[src/rtl/raid_rebuild_scheduler_if.sv]
// rtl/raid_rebuild_scheduler_if.sv - storage controller command port (strobes, address/data, done handshakes)
interface raid_rebuild_scheduler_if #(
    parameter int ADDR_W = 8,
    parameter int DATA_W = 16
);
    logic              wr_en_out;
    logic              rd_en_out;
    logic [ADDR_W-1:0] address_out;
    logic [DATA_W-1:0] write_data_out;
    logic              wr_done;
    logic              rd_done;
    logic [DATA_W-1:0] rd_data;

    modport master (
        output wr_en_out,
        output rd_en_out,
        output address_out,
        output write_data_out,
        input  wr_done,
        input  rd_done,
        input  rd_data
    );

    modport slave (
        input  wr_en_out,
        input  rd_en_out,
        input  address_out,
        input  write_data_out,
        output wr_done,
        output rd_done,
        output rd_data
    );
endinterface

[src/rtl/raid_rebuild_scheduler.sv]
// rtl/raid_rebuild_scheduler.sv - arbitrates host ops and a background rebuild sweep onto one command port
module raid_rebuild_scheduler #(
    parameter int ADDR_W     = 8,
    parameter int DATA_W     = 16,
    parameter int HOST_BURST = 4,
    parameter int TIMEOUT    = 255
) (
    input  logic              clk,
    input  logic              reset,
    input  logic              host_wr_req,
    input  logic              host_rd_req,
    input  logic [ADDR_W-1:0] host_addr,
    input  logic [DATA_W-1:0] host_wr_data,
    output logic              host_ack,
    output logic [DATA_W-1:0] host_rd_data,
    input  logic              rebuild_start,
    input  logic              rebuild_abort,
    output logic              rebuild_busy,
    output logic [ADDR_W-1:0] rebuild_addr,
    output logic              rebuild_done,
    output logic              timeout_err,
    raid_rebuild_scheduler_if.master ctrl
);
    typedef enum logic [2:0] {IDLE, H_WR, H_RD, RB_RD, RB_WR} state_t;

    localparam logic [3:0]        BURST_MAX = 4'(HOST_BURST);
    localparam logic [7:0]        TMO_LAST  = 8'(TIMEOUT - 1);
    localparam logic [ADDR_W-1:0] ADDR_LAST = {ADDR_W{1'b1}};

    state_t            state, state_n;
    logic [3:0]        burst_cnt, burst_n;
    logic [7:0]        tmo_cnt, tmo_n;
    logic              abort_pend, abort_n;
    logic              busy_n, ack_n, done_n, terr_n;
    logic [ADDR_W-1:0] rb_addr_n;
    logic [DATA_W-1:0] hrd_n;
    logic              wr_en, wr_en_n, rd_en, rd_en_n;
    logic [ADDR_W-1:0] addr_q, addr_n;
    logic [DATA_W-1:0] wdata_q, wdata_n;
    logic              abort_now, rb_pending, tmo_hit;

    assign ctrl.wr_en_out      = wr_en;
    assign ctrl.rd_en_out      = rd_en;
    assign ctrl.address_out    = addr_q;
    assign ctrl.write_data_out = wdata_q;

    always_comb begin
        state_n   = state;
        burst_n   = burst_cnt;
        tmo_n     = tmo_cnt;
        abort_n   = abort_pend | (rebuild_abort & rebuild_busy);
        busy_n    = rebuild_busy;
        rb_addr_n = rebuild_addr;
        ack_n     = 1'b0;
        done_n    = 1'b0;
        terr_n    = timeout_err;
        hrd_n     = host_rd_data;
        wr_en_n   = 1'b0;
        rd_en_n   = 1'b0;
        addr_n    = addr_q;
        wdata_n   = wdata_q;

        abort_now  = abort_pend | rebuild_abort;
        rb_pending = rebuild_busy & ~abort_now;
        tmo_hit    = (tmo_cnt == TMO_LAST);

        if (!rebuild_busy) begin
            burst_n = '0;
            if (rebuild_start) begin
                busy_n    = 1'b1;
                rb_addr_n = '0;
            end
        end

        case (state)
            IDLE: begin
                // No op in flight here, so a pending abort takes effect immediately.
                if (rebuild_busy && abort_now) begin
                    busy_n    = 1'b0;
                    rb_addr_n = '0;
                    abort_n   = 1'b0;
                end
                if (rb_pending && burst_cnt == BURST_MAX) begin
                    state_n = RB_RD;
                    rd_en_n = 1'b1;
                    addr_n  = rebuild_addr;
                    tmo_n   = '0;
                    burst_n = '0;
                end else if (host_wr_req) begin
                    state_n = H_WR;
                    wr_en_n = 1'b1;
                    addr_n  = host_addr;
                    wdata_n = host_wr_data;
                    tmo_n   = '0;
                    if (rebuild_busy) burst_n = burst_cnt + 4'd1;
                end else if (host_rd_req) begin
                    state_n = H_RD;
                    rd_en_n = 1'b1;
                    addr_n  = host_addr;
                    tmo_n   = '0;
                    if (rebuild_busy) burst_n = burst_cnt + 4'd1;
                end else if (rb_pending) begin
                    state_n = RB_RD;
                    rd_en_n = 1'b1;
                    addr_n  = rebuild_addr;
                    tmo_n   = '0;
                    burst_n = '0;
                end
            end
            H_WR: begin
                if (ctrl.wr_done) begin
                    ack_n   = 1'b1;
                    state_n = IDLE;
                end else if (tmo_hit) begin
                    terr_n  = 1'b1;
                    ack_n   = 1'b1;
                    state_n = IDLE;
                end else begin
                    tmo_n = tmo_cnt + 8'd1;
                end
            end
            H_RD: begin
                if (ctrl.rd_done) begin
                    hrd_n   = ctrl.rd_data;
                    ack_n   = 1'b1;
                    state_n = IDLE;
                end else if (tmo_hit) begin
                    terr_n  = 1'b1;
                    ack_n   = 1'b1;
                    state_n = IDLE;
                end else begin
                    tmo_n = tmo_cnt + 8'd1;
                end
            end
            RB_RD: begin
                // Write-back follows directly so no host op can slip between read and write.
                if (ctrl.rd_done) begin
                    wdata_n = ctrl.rd_data;
                    wr_en_n = 1'b1;
                    tmo_n   = '0;
                    state_n = RB_WR;
                end else if (tmo_hit) begin
                    terr_n  = 1'b1;
                    state_n = IDLE;
                end else begin
                    tmo_n = tmo_cnt + 8'd1;
                end
            end
            RB_WR: begin
                if (ctrl.wr_done) begin
                    state_n = IDLE;
                    if (abort_now) begin
                        busy_n    = 1'b0;
                        rb_addr_n = '0;
                        abort_n   = 1'b0;
                    end else if (rebuild_addr == ADDR_LAST) begin
                        done_n    = 1'b1;
                        busy_n    = 1'b0;
                        rb_addr_n = '0;
                    end else begin
                        rb_addr_n = rebuild_addr + ADDR_W'(1);
                    end
                end else if (tmo_hit) begin
                    terr_n  = 1'b1;
                    state_n = IDLE;
                end else begin
                    tmo_n = tmo_cnt + 8'd1;
                end
            end
            default: state_n = IDLE;
        endcase
    end

    always_ff @(posedge clk or posedge reset) begin
        if (reset) begin
            state        <= IDLE;
            burst_cnt    <= '0;
            tmo_cnt      <= '0;
            abort_pend   <= 1'b0;
            rebuild_busy <= 1'b0;
            rebuild_addr <= '0;
            rebuild_done <= 1'b0;
            host_ack     <= 1'b0;
            host_rd_data <= '0;
            timeout_err  <= 1'b0;
            wr_en        <= 1'b0;
            rd_en        <= 1'b0;
            addr_q       <= '0;
            wdata_q      <= '0;
        end else begin
            state        <= state_n;
            burst_cnt    <= burst_n;
            tmo_cnt      <= tmo_n;
            abort_pend   <= abort_n;
            rebuild_busy <= busy_n;
            rebuild_addr <= rb_addr_n;
            rebuild_done <= done_n;
            host_ack     <= ack_n;
            host_rd_data <= hrd_n;
            timeout_err  <= terr_n;
            wr_en        <= wr_en_n;
            rd_en        <= rd_en_n;
            addr_q       <= addr_n;
            wdata_q      <= wdata_n;
        end
    end
endmodule

[src/flat_wrapper.sv]
// flat-port wrapper written by rule: the top's interface ports become plain ports
module raid_rebuild_scheduler_flat 
#(
    parameter int ADDR_W     = 8,
    parameter int DATA_W     = 16,
    parameter int HOST_BURST = 4,
    parameter int TIMEOUT    = 255
)
  (clk, reset, host_wr_req, host_rd_req, host_addr, host_wr_data, host_ack, host_rd_data, rebuild_start, rebuild_abort, rebuild_busy, rebuild_addr, rebuild_done, timeout_err, ctrl_wr_en_out, ctrl_rd_en_out, ctrl_address_out, ctrl_write_data_out, ctrl_wr_done, ctrl_rd_done, ctrl_rd_data);
  raid_rebuild_scheduler_if #(.ADDR_W(ADDR_W), .DATA_W(DATA_W)) ctrl_i ();
  input  logic clk;
  input  logic reset;
  input  logic host_wr_req;
  input  logic host_rd_req;
  input  logic [ADDR_W-1:0] host_addr;
  input  logic [DATA_W-1:0] host_wr_data;
  output logic host_ack;
  output logic [DATA_W-1:0] host_rd_data;
  input  logic rebuild_start;
  input  logic rebuild_abort;
  output logic rebuild_busy;
  output logic [ADDR_W-1:0] rebuild_addr;
  output logic rebuild_done;
  output logic timeout_err;
  output wire logic [$bits(ctrl_i.wr_en_out)-1:0] ctrl_wr_en_out;
  output wire logic [$bits(ctrl_i.rd_en_out)-1:0] ctrl_rd_en_out;
  output wire logic [$bits(ctrl_i.address_out)-1:0] ctrl_address_out;
  output wire logic [$bits(ctrl_i.write_data_out)-1:0] ctrl_write_data_out;
  input wire logic [$bits(ctrl_i.wr_done)-1:0] ctrl_wr_done;
  input wire logic [$bits(ctrl_i.rd_done)-1:0] ctrl_rd_done;
  input wire logic [$bits(ctrl_i.rd_data)-1:0] ctrl_rd_data;
  assign ctrl_wr_en_out = ctrl_i.wr_en_out;
  assign ctrl_rd_en_out = ctrl_i.rd_en_out;
  assign ctrl_address_out = ctrl_i.address_out;
  assign ctrl_write_data_out = ctrl_i.write_data_out;
  assign ctrl_i.wr_done = ctrl_wr_done;
  assign ctrl_i.rd_done = ctrl_rd_done;
  assign ctrl_i.rd_data = ctrl_rd_data;
  raid_rebuild_scheduler #(.ADDR_W(ADDR_W), .DATA_W(DATA_W), .HOST_BURST(HOST_BURST), .TIMEOUT(TIMEOUT)) u_core (.clk(clk), .reset(reset), .host_wr_req(host_wr_req), .host_rd_req(host_rd_req), .host_addr(host_addr), .host_wr_data(host_wr_data), .host_ack(host_ack), .host_rd_data(host_rd_data), .rebuild_start(rebuild_start), .rebuild_abort(rebuild_abort), .rebuild_busy(rebuild_busy), .rebuild_addr(rebuild_addr), .rebuild_done(rebuild_done), .timeout_err(timeout_err), .ctrl(ctrl_i));
endmodule
[config.mk]
export PLATFORM = sky130hd
export DESIGN_NAME = raid_rebuild_scheduler_flat
export DESIGN_NICKNAME = d
export VERILOG_FILES = /design/src/rtl/raid_rebuild_scheduler_if.sv /design/src/rtl/raid_rebuild_scheduler.sv /design/src/flat_wrapper.sv
export SDC_FILE = /design/constraint.sdc
export NUM_CORES = 1
export LEC_CHECK = 0
export BUFFER_PORTS_ARGS = -buffer_cell sky130_fd_sc_hd__clkbuf_2
export CAP_MARGIN = 30
export CORE_AREA = 8 8 93 95
export CTS_CLUSTER_DIAMETER = 100
export DETAILED_ROUTE_END_ITERATION = 10
export DIE_AREA = 0 0 101 103
export GPL_TIMING_DRIVEN = 0
export HOLD_SLACK_MARGIN = 0.1
export PLACE_DENSITY = 0.87
export SYNTH_ARGS = -nofsm -noshare
export SYNTH_HDL_FRONTEND = slang
export SYNTH_SLANG_ARGS = --single-unit
[constraint.sdc]
create_clock -name clk -period 2.65 [get_ports clk]
set_clock_uncertainty 0.15 [all_clocks]
set_input_delay 0 -clock clk [delete_from_list [all_inputs] [get_ports clk]]
set_output_delay 0 -clock clk [all_outputs]
set_load 0.02 [all_outputs]
; Word-level counts from Yosys, hierarchy flattened
; Index checks and enable logic that the tools add are counted.
; Widths: inputs -> output; s select.
[classes]
add_sub_neg = 3
eq_ne = 14
mux = 72
bitwise_logic = 5
n_reduce_logical = 14
[ops]
columns = operator, n
row1 = $mux 8, 18
row2 = $mux 16, 3
row3 = $pmux 16 s2, 1
row4 = $pmux 8 s4, 1
row5 = $mux 4, 7
row6 = $mux 1, 27
row7 = $mux 3, 8
row8 = $add 8x1->8 const B, 2
row9 = $eq 8x8->1 const B, 2
row10 = $pmux 8 s2, 1
row11 = $ne 2x2->1 const B, 6
row12 = $pmux 3 s4, 1
row13 = $pmux 1 s2, 5
row14 = $reduce_and 4->1, 2
row15 = $reduce_bool 4->1, 2
row16 = $eq 3x2->1 const B, 2
row17 = $ne 5x3->1 const B, 1
row18 = $add 4x1->4 const B, 1
row19 = $eq 4x3->1 const B, 1
row20 = $reduce_and 2->1, 2
row21 = $reduce_bool 2->1, 2
row22 = $reduce_or 2->1, 2
row23 = $eq 3x1->1 const B, 1
row24 = $eq 3x3->1 const B, 1
row25 = other kinds (6), 9
[word_totals]
register_bits = 70
inputBits = 48
out_inout_bits = 54
wordCells = 122

; Longest topological paths before layout
[logic_depth]
word_depth = 8
mapped_depth = 8
depth_no_buf = 6

; Worst setup path after synthesis
; No wires, ideal clock.
[synth_timing]
kind = reg2reg
startpoint = reg u_core.rebuild_busy
endpoint = reg u_core.wdata_q[0] (netlist: u_core.ctrl.write_data_out[0])
setup_ps = 125
t_arrival_ps = 1669
t_required_ps = 2375
path_slack_ps = 706
path_stages_with_launch = 8
n_path_buf = 3
period_less_slack_ps = 1944
path_cell_list = dfrtp_1 > buf_6 > nor3b_4 > nand2_2 > a21bo_1 > buf_6 > buf_12 > mux2_4
[synth_via]
elab_chain_len = 4
[synth_lines]
columns = item, line_no
row1 = "start, declared", raid_rebuild_scheduler.sv:18  ; output logic rebuild_busy,
row2 = "start signal, assigned", raid_rebuild_scheduler.sv:195  ; rebuild_busy <= busy_n;
row3 = $and 1x1->1, raid_rebuild_scheduler.sv:64  ; rb_pending = rebuild_busy & ~abort_now;
row4 = $logic_and 1x1->1, raid_rebuild_scheduler.sv:83  ; if (rb_pending && burst_cnt == BURST_MAX) begin
row5 = $ne 2x2->1 (no line), n/a
row6 = $reduce_and 4->1 (no line), n/a
row7 = "end signal, assigned", raid_rebuild_scheduler.sv:204  ; wdata_q <= wdata_n;
row8 = "end, declared", raid_rebuild_scheduler.sv:39  ; logic [DATA_W-1:0] wdata_q, wdata_n;
; No other way between the ends.
; A chain may end at the register's enable or synchronous reset.

; Final worst setup path
[layout_timing]
startpoint = reg u_core.state[1]
endpoint = reg u_core.host_rd_data[8]
[layout_via]
elab_chain_len = 2
[layout_lines]
columns = item, line_no
row1 = "start, declared", raid_rebuild_scheduler.sv:30  ; state_t state, state_n;
row2 = "start signal, assigned", raid_rebuild_scheduler.sv:191  ; state <= state_n;
row3 = $eq 3x2->1, raid_rebuild_scheduler.sv:75  ; case (state)
row4 = $reduce_and 2->1 (no line), n/a
row5 = "end signal, assigned", raid_rebuild_scheduler.sv:199  ; host_rd_data <= hrd_n;
row6 = "end, declared", raid_rebuild_scheduler.sv:15  ; output logic [DATA_W-1:0] host_rd_data,
; No other way between the ends.

==> results.md <==
* Overflow after GRT at 0
* Worst Path Class, Setup: register to register
* Routed Antenna Nets at 0
* Fin nets at 525
* Status: completed
* Finished Cell Area at 0.00498 mm2
* Final core occ at 0.698
* Final Hold Fails at 0
* # DRC at 0
* Design Power at 4.96 mW
* Area Growth Syn to Fin at 38.0%
* Slew of the pin with the lowest slew margin at 834 ps
* R2r setup slk at 290 ps
* Critical path data required time at 2710 ps
* Setup TNS at 0 ps
* Post-layout minimum cycle time at 2360 ps
* Max_cap viols at 0
* Synthesized area per cell at 11.9 um2
* Crit path max-delay family: buffers and inverters
* CTS max path bufs at 2
* Hold-fix buffers at CTS at 57
* Leakage at 2.40 nW
* Buf/Inv on CP at 2
* CP Launch Type: register
* Total wire length at 10.2 mm
* Crit path cell chain: buf_4, nand2_1, nor3_4, mux2_2, dlygate4sd3_1
* DR vias/cell at 5.44
* Post-synthesis async set-or-reset flop share at 1.00
* Synthesized area at 0.00361 mm2
* Root Driver: clkbuf_8
* Crit path arrival time at 2420 ps
* Final Cycle Share at 0.891
* First-pass GRT wire length at 16.2 mm
* DIE AREA at 0.0104 mm2
* DR WL/cell at 17.6 um
* Syn Inst Count at 303
* Die height at 103 um
* Vias in the first global route at 3179
* Reg-to-reg critical path startpoint: u_core.state[1]
* FF-to-FF End: u_core.host_rd_data[8]
* Placed Cells at 503
* Initial Util at 0.506
* Seq/Total Area, Yosys at 0.485
* Post-route setup slack at 288 ps
* Input/output buffers at 101
* Final setup fails at 0
* CTS H-tree lvls at 3
* HP Class: primary input to asynchronous set/reset pin
* Vias after detailed routing at 3139
* Crit-path max FO at 10
* Non-Filler Instances at 577
* Crit end category: register
* CTS tree: done
* Std-Cell Core Area at 0.00714 mm2
* Cts repair resizes at 0
* Worst-Skew Late Latency at 330 ps
* Drt first pass iters at 4
* Hpwl dp at 6.47 mm
* Post-synth cell types at 60
* Inserted Clock Buffers at 9
* GRT Resource Usage Total at 0.200
* Initial DRC count at 120
* Worst path depth at 5
* Initial antenna violation count at 0
* Pwr Density at 995 mW/mm2
* Post-synth EDFFs at 0
* CP startpoint: u_core.state[1]
* Fraction of layout cells with a size suffix above 1 at 0.396
* Setup crit end: u_core.host_rd_data[8]
* Hold_ws at 234 ps
* Post-CTS setup buffers at 0
* Final Slew Violations at 0
* Die width at 101 um
* Largest net degree at the start of global routing at 71
* Clk sink count at 70
* RSZ-0062 raised after global routing: false
* R2R cell count at 5
* Clock transition at path regs at 70 ps
* Synthesized netlist net count at 356
* Yosys Warn Count at 0
* Maximum clock rate at 423 MHz
* FF+latch count, synth at 70
* Cell Rows at 31
* RePlAce Congestion at 0.856
* Critical Path Max Stage Delay at 580 ps
* Placed cell area at 0.00424 mm2
* Most common flop cell mapped by yosys: dfrtp_1
* DP Worst Slack at 637 ps
* # IOs at 102
* Largest vdd supply drop at 0.599 mV
* CP max stage cell: dlygate4sd3_1
* Rel. slew slack at 0.444
## layer usage
metal	part of all wire	GRT usage	vias up	wire, um
met2	0.50	0.338	133	5070
li1	-	-	1451	-
met1	0.42	0.238	1538	4300
met5	0	0	-	0
met4	0.014	0.0905	0	138
met3	0.066	0.0452	17	671
## power by group
part / switching (mW) / internal, mW / leakage [nW] / total (mW)
registers: 0.284 / 1.47 / 0.885 / 1.75
logic: 1.35 / 1.12 / 1.43 / 2.46
clock network: 0.381 / 0.361 / 0.0861 / 0.742
## worst min-delay path by stage
stage | start | end | slack, ps | depth (start not counted)
2_1_floorplan | host_rd_req | u_core.ctrl.rd_en_out | -20 | 1
3_3_place_gp | ctrl_rd_data[9] | u_core.host_rd_data[9] | 100 | 2
3_5_place_dp | reset | u_core.ctrl.write_data_out[2] | 80 | 2
4_1_cts | reset | u_core.ctrl.address_out[3] | 270 | 3
5_1_grt | reset | u_core.host_rd_data[2] | 330 | 3
6_report | reset | u_core.host_rd_data[5] | 230 | 3
## Yosys cell counts (2+ instances only)
master     n  area share
o21ai_0   17       0.024
and4_1     2      0.0049
and3_1     7       0.012
buf_6      2      0.0062
nand2_2    2      0.0035
ha_1       5       0.017
nor2b_1    5      0.0087
or3_1      3      0.0052
a21oi_1    7      0.0097
buf_4      3      0.0062
buf_2      7      0.0097
a22oi_1    2      0.0042
a221o_1    2      0.0055
dfrtp_1   70        0.49
o22ai_1    2      0.0035
or2_2      3      0.0052
nor3_1     5      0.0069
clkbuf_1   2      0.0021
mux2_2    39        0.12
o21a_1     4      0.0083
nand2b_1   2      0.0035
mux2_4     9       0.037
nand4_1    3      0.0052
mux2i_1   10       0.028
nand3_1    6      0.0083
o31ai_1    2      0.0042
nor4b_1    2      0.0049
nor3b_1    3      0.0062
nor4bb_1   3      0.0083
o21ai_1    5      0.0069
inv_1      8      0.0083
nor2_1     5      0.0052
and2b_1    2      0.0042
a21o_1     4      0.0083
nand2_1   21       0.022
a31oi_1    5      0.0087
## final cells by class
class | count | area [um2]
Clock inverter | 4 | 22.5
Tap cell | 99 | 124
Buffer | 15 | 108
Inverter | 8 | 32.5
Clock buffer | 12 | 145
Multi-Input combinational cell | 210 | 1720
Sequential cell | 70 | 1750
Timing Repair Buffer | 158 | 1080
Fill cell | 504 | 2160
Antenna cell | 1 | 2.50
## registers in the layout (all words and copies together), names as in the netlist
| name | count |
|---|---|
| u_core.rebuild_addr | 8 |
| u_core.rebuild_done | 1 |
| u_core.tmo_cnt | 8 |
| u_core.ctrl.wr_en_out | 1 |
| u_core.timeout_err | 1 |
| u_core.rebuild_busy | 1 |
| u_core.host_ack | 1 |
| u_core.burst_cnt | 4 |
| u_core.state | 3 |
| u_core.host_rd_data | 16 |
| u_core.ctrl.rd_en_out | 1 |
| u_core.ctrl.address_out | 8 |
| u_core.ctrl.write_data_out | 16 |
| u_core.abort_pend | 1 |
## cells in the final DEF (no fill, tap or decap), types with 3 or more instances in the layout
cell           count
nor3b_1            3
clkinv_2           3
nand4_1            3
nand3_1            6
and3_1             7
dfrtp_1           70
a21oi_1            7
a21o_1             4
mux2_2            39
mux2i_1           10
buf_2              7
ha_1               5
mux2_4             9
clkbuf_1           4
clkbuf_8          10
nor2_1             5
o21ai_0           17
o21ai_1            5
nor2b_1            5
o21a_1             4
clkbuf_2         101
buf_4              3
nor4bb_1           3
or3_1              3
nor3_1             5
nand2_1           21
dlygate4sd3_1     57
inv_1              7
a31oi_1            5
or2_2              3
## worst min-delay path: cells and delay by family
| kind | cells | cell delay (ps) |
|---|---|---|
| buf+inv | 3 | 1240 |
## logic make-up (layout without fill, tap and decap cells)
| group | Yosys count | count (layout) | synth area share |
|---|---|---|---|
| flip-flops | 70 | 70 | 0.485 |
| buffers and inverters | 23 | 197 | 0.0381 |
| other | 0 | 1 | 0 |
| AND/OR/NAND/NOR | 83 | 83 | 0.146 |
| AO/OA/AOI/OAI | 63 | 63 | 0.123 |
| multiplexers | 59 | 59 | 0.190 |
| adder cells (fa/ha/maj) | 5 | 5 | 0.0173 |
Power figures use the tool's default switching activity.
